`src/rtl/alu_issue.sv`:
```
// ALU issue stage: decodes ALU select/operands and buffers beats in a
// two-entry skid buffer (output entry O plus skid entry S).
`default_nettype none

module alu_issue (
  input  logic        clk,
  input  logic        rst_n,
  input  logic        flush,
  input  logic        in_valid,
  output logic        in_ready,
  input  logic [1:0]  alu_op,
  input  logic [5:0]  funct,
  input  logic [31:0] rs_data,
  input  logic [31:0] rt_data,
  input  logic [15:0] imm16,
  input  logic        alu_src,
  input  logic [4:0]  dest_in,
  output logic        out_valid,
  input  logic        out_ready,
  output logic [3:0]  alu_sel,
  output logic [31:0] alu_a,
  output logic [31:0] alu_b,
  output logic [4:0]  dest_out
);

  localparam int PW = 73;

  logic [3:0]    dec_sel;
  logic [31:0]   dec_b;
  logic [PW-1:0] in_word;
  logic [PW-1:0] o_data, s_data, o_data_nx, s_data_nx;
  logic          o_valid, s_valid, rdy;
  logic          o_valid_nx, s_valid_nx;
  logic          acc, iss;

  always_comb begin
    dec_sel = 4'b1000;
    case (alu_op)
      2'b00: dec_sel = 4'b0010;
      2'b01: dec_sel = 4'b0110;
      2'b11: dec_sel = 4'b0001;
      default: begin
        case (funct)
          6'b100000: dec_sel = 4'b0010;
          6'b100010: dec_sel = 4'b0110;
          6'b100100: dec_sel = 4'b0000;
          6'b100101: dec_sel = 4'b0001;
          6'b100110: dec_sel = 4'b1110;
          6'b100111: dec_sel = 4'b1111;
          6'b101010: dec_sel = 4'b0111;
          default:   dec_sel = 4'b1000;
        endcase
      end
    endcase
  end

  // OR-immediate zero-extends; every other immediate form sign-extends.
  always_comb begin
    dec_b = rt_data;
    if (alu_src) begin
      if (alu_op == 2'b11) dec_b = {16'h0000, imm16};
      else                 dec_b = {{16{imm16[15]}}, imm16};
    end
  end

  assign in_word = {dec_sel, rs_data, dec_b, dest_in};
  assign acc     = in_valid & rdy;
  assign iss     = o_valid & out_ready;

  always_comb begin
    o_valid_nx = o_valid;
    s_valid_nx = s_valid;
    o_data_nx  = o_data;
    s_data_nx  = s_data;
    if (flush) begin
      o_valid_nx = 1'b0;
      s_valid_nx = 1'b0;
    end else if (iss && s_valid) begin
      o_data_nx  = s_data;
      s_valid_nx = 1'b0;
    end else if (acc && (!o_valid || iss)) begin
      o_data_nx  = in_word;
      o_valid_nx = 1'b1;
    end else if (acc) begin
      s_data_nx  = in_word;
      s_valid_nx = 1'b1;
    end else if (iss) begin
      o_valid_nx = 1'b0;
    end
  end

  // rdy mirrors !s_valid but stays low throughout reset.
  always_ff @(posedge clk or negedge rst_n) begin
    if (!rst_n) begin
      o_valid <= 1'b0;
      s_valid <= 1'b0;
      rdy     <= 1'b0;
      o_data  <= '0;
      s_data  <= '0;
    end else begin
      o_valid <= o_valid_nx;
      s_valid <= s_valid_nx;
      rdy     <= ~s_valid_nx;
      o_data  <= o_data_nx;
      s_data  <= s_data_nx;
    end
  end

  assign in_ready  = rdy;
  assign out_valid = o_valid;
  assign {alu_sel, alu_a, alu_b, dest_out} = o_data;

endmodule

`default_nettype wire

```
`config.mk`:
```
export PLATFORM = sky130hd
export DESIGN_NAME = alu_issue
export DESIGN_NICKNAME = d
export VERILOG_FILES = /design/src/rtl/alu_issue.sv
export SDC_FILE = /design/constraint.sdc
export NUM_CORES = 1
export LEC_CHECK = 0
export BUFFER_PORTS_ARGS = -buffer_cell sky130_fd_sc_hd__buf_4
export CAP_MARGIN = 20
export CORE_AREA = 2 2 137 166
export DETAILED_ROUTE_END_ITERATION = 12
export DIE_AREA = 0 0 139 168
export PLACE_DENSITY = 0.54
export REMOVE_ABC_BUFFERS = 1
export SYNTH_ARGS = -nofsm -noshare
export SYNTH_HDL_FRONTEND = slang
export SYNTH_SLANG_ARGS = --single-unit
```
`constraint.sdc`:
```
create_clock -name clk -period 3.1 [get_ports clk]
set_clock_uncertainty 0.2 [all_clocks]
set_input_delay 0.465 -clock clk [delete_from_list [all_inputs] [get_ports clk]]
set_output_delay 0.465 -clock clk [all_outputs]
set_load 0.01 [all_outputs]
```
==> metrics.txt <==
final number of max-transition violations=0; P&R area growth vs syn=32.69%; Power per Cell Area=~660 nW/um^2; CTS H-tree lvls=4; Wirelength per Cell=roughly 15 microns; clock share of power=between 30% and 40%; clock-pin slew on the worst setup and hold paths=0.07 ns; number of placed instances with taps included=approximately 1.1k; synthesis warning total=0; share of the yosys chip area belonging to registers=~56%; multi-input gate area in the final layout=about 2600 sq um; count of input and output buffers=~170; TritonCTS buffer count=17; sequential fraction of design power=45.3%; most numerous cell in the Yosys netlist=dfrtp_1; CP Data Required Time=3.17 ns; async set-reset flop share out of synthesis=100.0%; min Tclk post-route=between 2 and 2.5 ns; number of buffers added for setup after CTS=0; initial antenna violation count=0; drt first-iter violations=202; combinational group share of total power=19.3%; overall die area=~23,000 sq um; maximum fanout along the worst path=39; Crit Reg-Reg Startpoint=out_valid; proportion of layout cells with a drive suffix above 1=30.28%; launch point of the critical path=out_valid; fill cell total of the finished layout=about 2.2k; Fmax achieved=475.7 MHz; post-placement cell area=approximately 8200 sq um; net switching power=approximately 0.0016 W; worst reg2reg path endpoint=o_data[1]; predominant post-synthesis flop cell=dfrtp_1; floorplan die width=between 100 and 150 microns; initial standard-cell utilization of the core=between 30% and 40%; slack of the worst reg-to-reg path=between 0.9 and 1 ns; post-DR vias/cell=~4.7; type of the worst setup path=reg -> reg; global-route wire length before repair=roughly 27,000 microns; switching power share of the total=27.16%; count of placed standard cells in the final layout, fillers left out=between 1k and 1.5k; global-route total usage across every layer=around 15%; RSZ-0062 raised after global routing=false; die extent in y=about 170 microns; result of the run=completed; Max rail drop VDD=between 0.3 and 0.4 mV; Residual DRC=0; critical path arrival=~2.2 ns; worst r2r path cells=4; share of the clock period used by the worst path=67.82%; clock network latency to the later pin of the worst-skew pair=0.41 ns; leading post-synthesis cells by instance count=dfrtp_1 (149), nand2_1 (113), nor2_1 (92); I/O pin cnt=approximately 170; number of buffer and inverter instances along the worst setup path=1; DP Wirelength=around 11,000 microns; CP Depth=4; number of clock sinks seen by CTS=between 100 and 150; count of final hold-check violations=0; startpoint class of the critical path=register; Core Box Area=~22,000 sq um; family with the most delay on the worst path=simple AND/OR/NAND/NOR gates; area of all placed cells without fillers=8807 sq um; cell type with the highest aggregate area in the netlist=dfrtp_1; most area-consuming cells after synthesis=dfrtp_1 (56%), nand2_1 (6.4%), mux2_2 (6.3%), a21oi_1 (5.2%), nor2_1 (5.2%); via count of the first global-routing pass=roughly 5.1k; Hold Crit Class=in -> reg; Crit. End Element=register; CTS tree=done; slew at the pin closest to its max-slew limit=slightly above 0.7 ns; sequential cell area=about 3700 sq um; largest net degree at the start of global routing=80; total overflow reported by the global router=0; Internal Pwr Total=0.004212 W; detailed-routing iteration count for the pre-antenna-repair pass=4; Synth cell types=34; remaining antenna violation count=0; max-cap violation count=0; mean instance size in the synthesized netlist=around 9.7 sq um; summed instance area of the synthesized netlist=approximately 6600 sq um; final-report setup violation count=0; number of rows in the core area=60; delay of the slowest critical-path stage=around 0.57 ns; CTS max path bufs=2; sum of routed wire length over all layers=about 17,000 microns; Post-synth EDFFs=0; area share of the largest cell type after synthesis=56.17%; leakage=slightly above 4 nW; Clock Tree Root=clkbuf_16; headroom to the max-slew limit=between 50% and 60%; total of flip-flops plus latches after synthesis=149; ordered list of cells on the worst path=nand3_2, buf_4, nand2_1, a31oi_1; last element of the critical path=o_data[1]; critical-path cell with the highest stage delay=nand3_2; synthesized instance count=around 690; global placer's final weighted congestion=approximately 0.73; count of vias placed by the detailed router=5,293; number of nets in the layout=roughly 940
==> cells by family after synthesis <==
logic type	synth area share (%)
buffers and inverters	5.240
and+or+nand+nor	13.36
AOI/OAI and AO/OA	16.53
muxes	8.690
DFF	56.17
==> worst min-delay path by stage <==
stage / from / end / cells past startpoint
finish: flush / out_valid / 2
global route: rs_data[1] / s_data[38] / 2
CTS: alu_op[1] / s_data[70] / 2
detailed placement: o_data[16] / o_data[16] / 2
global placement: o_data[24] / o_data[24] / 2
floorplan: rst_n / in_ready / 0
==> metal layers <==
layer	wire [microns]	track usage, %	part of all wire (%)
met1	8173	20.35	48
met2	7910	23.37	47
met3	753	3.214	4.5
met4	80	3.953	0.47
met5	0	0	0
==> cell type report <==
type,instances,area share (%)
Sequential cell,149,42.34
Multi-Input combinational cell,463,29.32
Timing Repair Buffer,186,16.78
Clock buffer,21,5.228
Tap cell,279,3.964
Clock inverter,11,1.406
Inverter,22,0.9376
Antenna cell,1,0.02841
==> power by group through the flow <==
stage               combinational (W)  sequential [W]  clock, W
floorplan                    0.000495         0.00269         0
global placement              0.00112         0.00265         0
detailed placement            0.00114         0.00266         0
CTS                           0.00114         0.00262   0.00211
global route                  0.00125         0.00267   0.00220
finish                        0.00111         0.00262   0.00205
==> sequential cells by signal, summed over array words and instances (netlist names) <==
name       flops
in_ready       1
s_valid        1
o_data        73
out_valid      1
s_data        73
==> repair_timing <==
action                     4_1_cts  5_1_grt
hold endpoints to repair        56        0
setup endpoints to repair        0        0
hold buffers                     1        0
gates resized for setup          0        0
==> through the flow <==
stage	utilization, %	TNS, ns	total power [W]	setup slack [ns]	hold slack [ns]
after floorplan	-	-152.72	0.003181	-2.096	-0.03059
after global placement	37.45	0	0.003762	0.8568	0.2669
after detailed placement	37.45	0	0.003794	0.8528	0.2740
after CTS	40.17	0	0.005870	0.9627	0.07115
after global routing	40.17	0	0.006122	0.7943	0.07197
final	40.18	0	0.005783	0.9977	0.09134
==> layout by cell type (no fill, tap or decap), drive strengths merged <==
| cell | count |
|---|---|
| bufinv | 2 |
| o211ai | 1 |
| nand3b | 2 |
| o21bai | 1 |
| nor2b | 3 |
| dlygate4sd3 | 1 |
| diode | 1 |
| buf | 185 |
| clkinv | 3 |
| and3 | 1 |
| nand2 | 113 |
| a21oi | 69 |
| inv | 25 |
| a41oi | 2 |
| nand2b | 2 |
| nand4bb | 1 |
| o311ai | 2 |
| mux2i | 16 |
| o31ai | 1 |
| and2 | 1 |
| dfrtp | 149 |
| nor3b | 1 |
| nor2 | 93 |
| o21ai | 50 |
| a211oi | 1 |
| a211o | 2 |
| nor4 | 1 |
| o221ai | 16 |
| a21o | 2 |
| and2b | 1 |
| a311oi | 1 |
| nand3 | 3 |
| clkinvlp | 3 |
| mux2 | 37 |
| clkbuf | 21 |
| a31oi | 40 |
No activity file was read; power rests on OpenSTA's default activity.
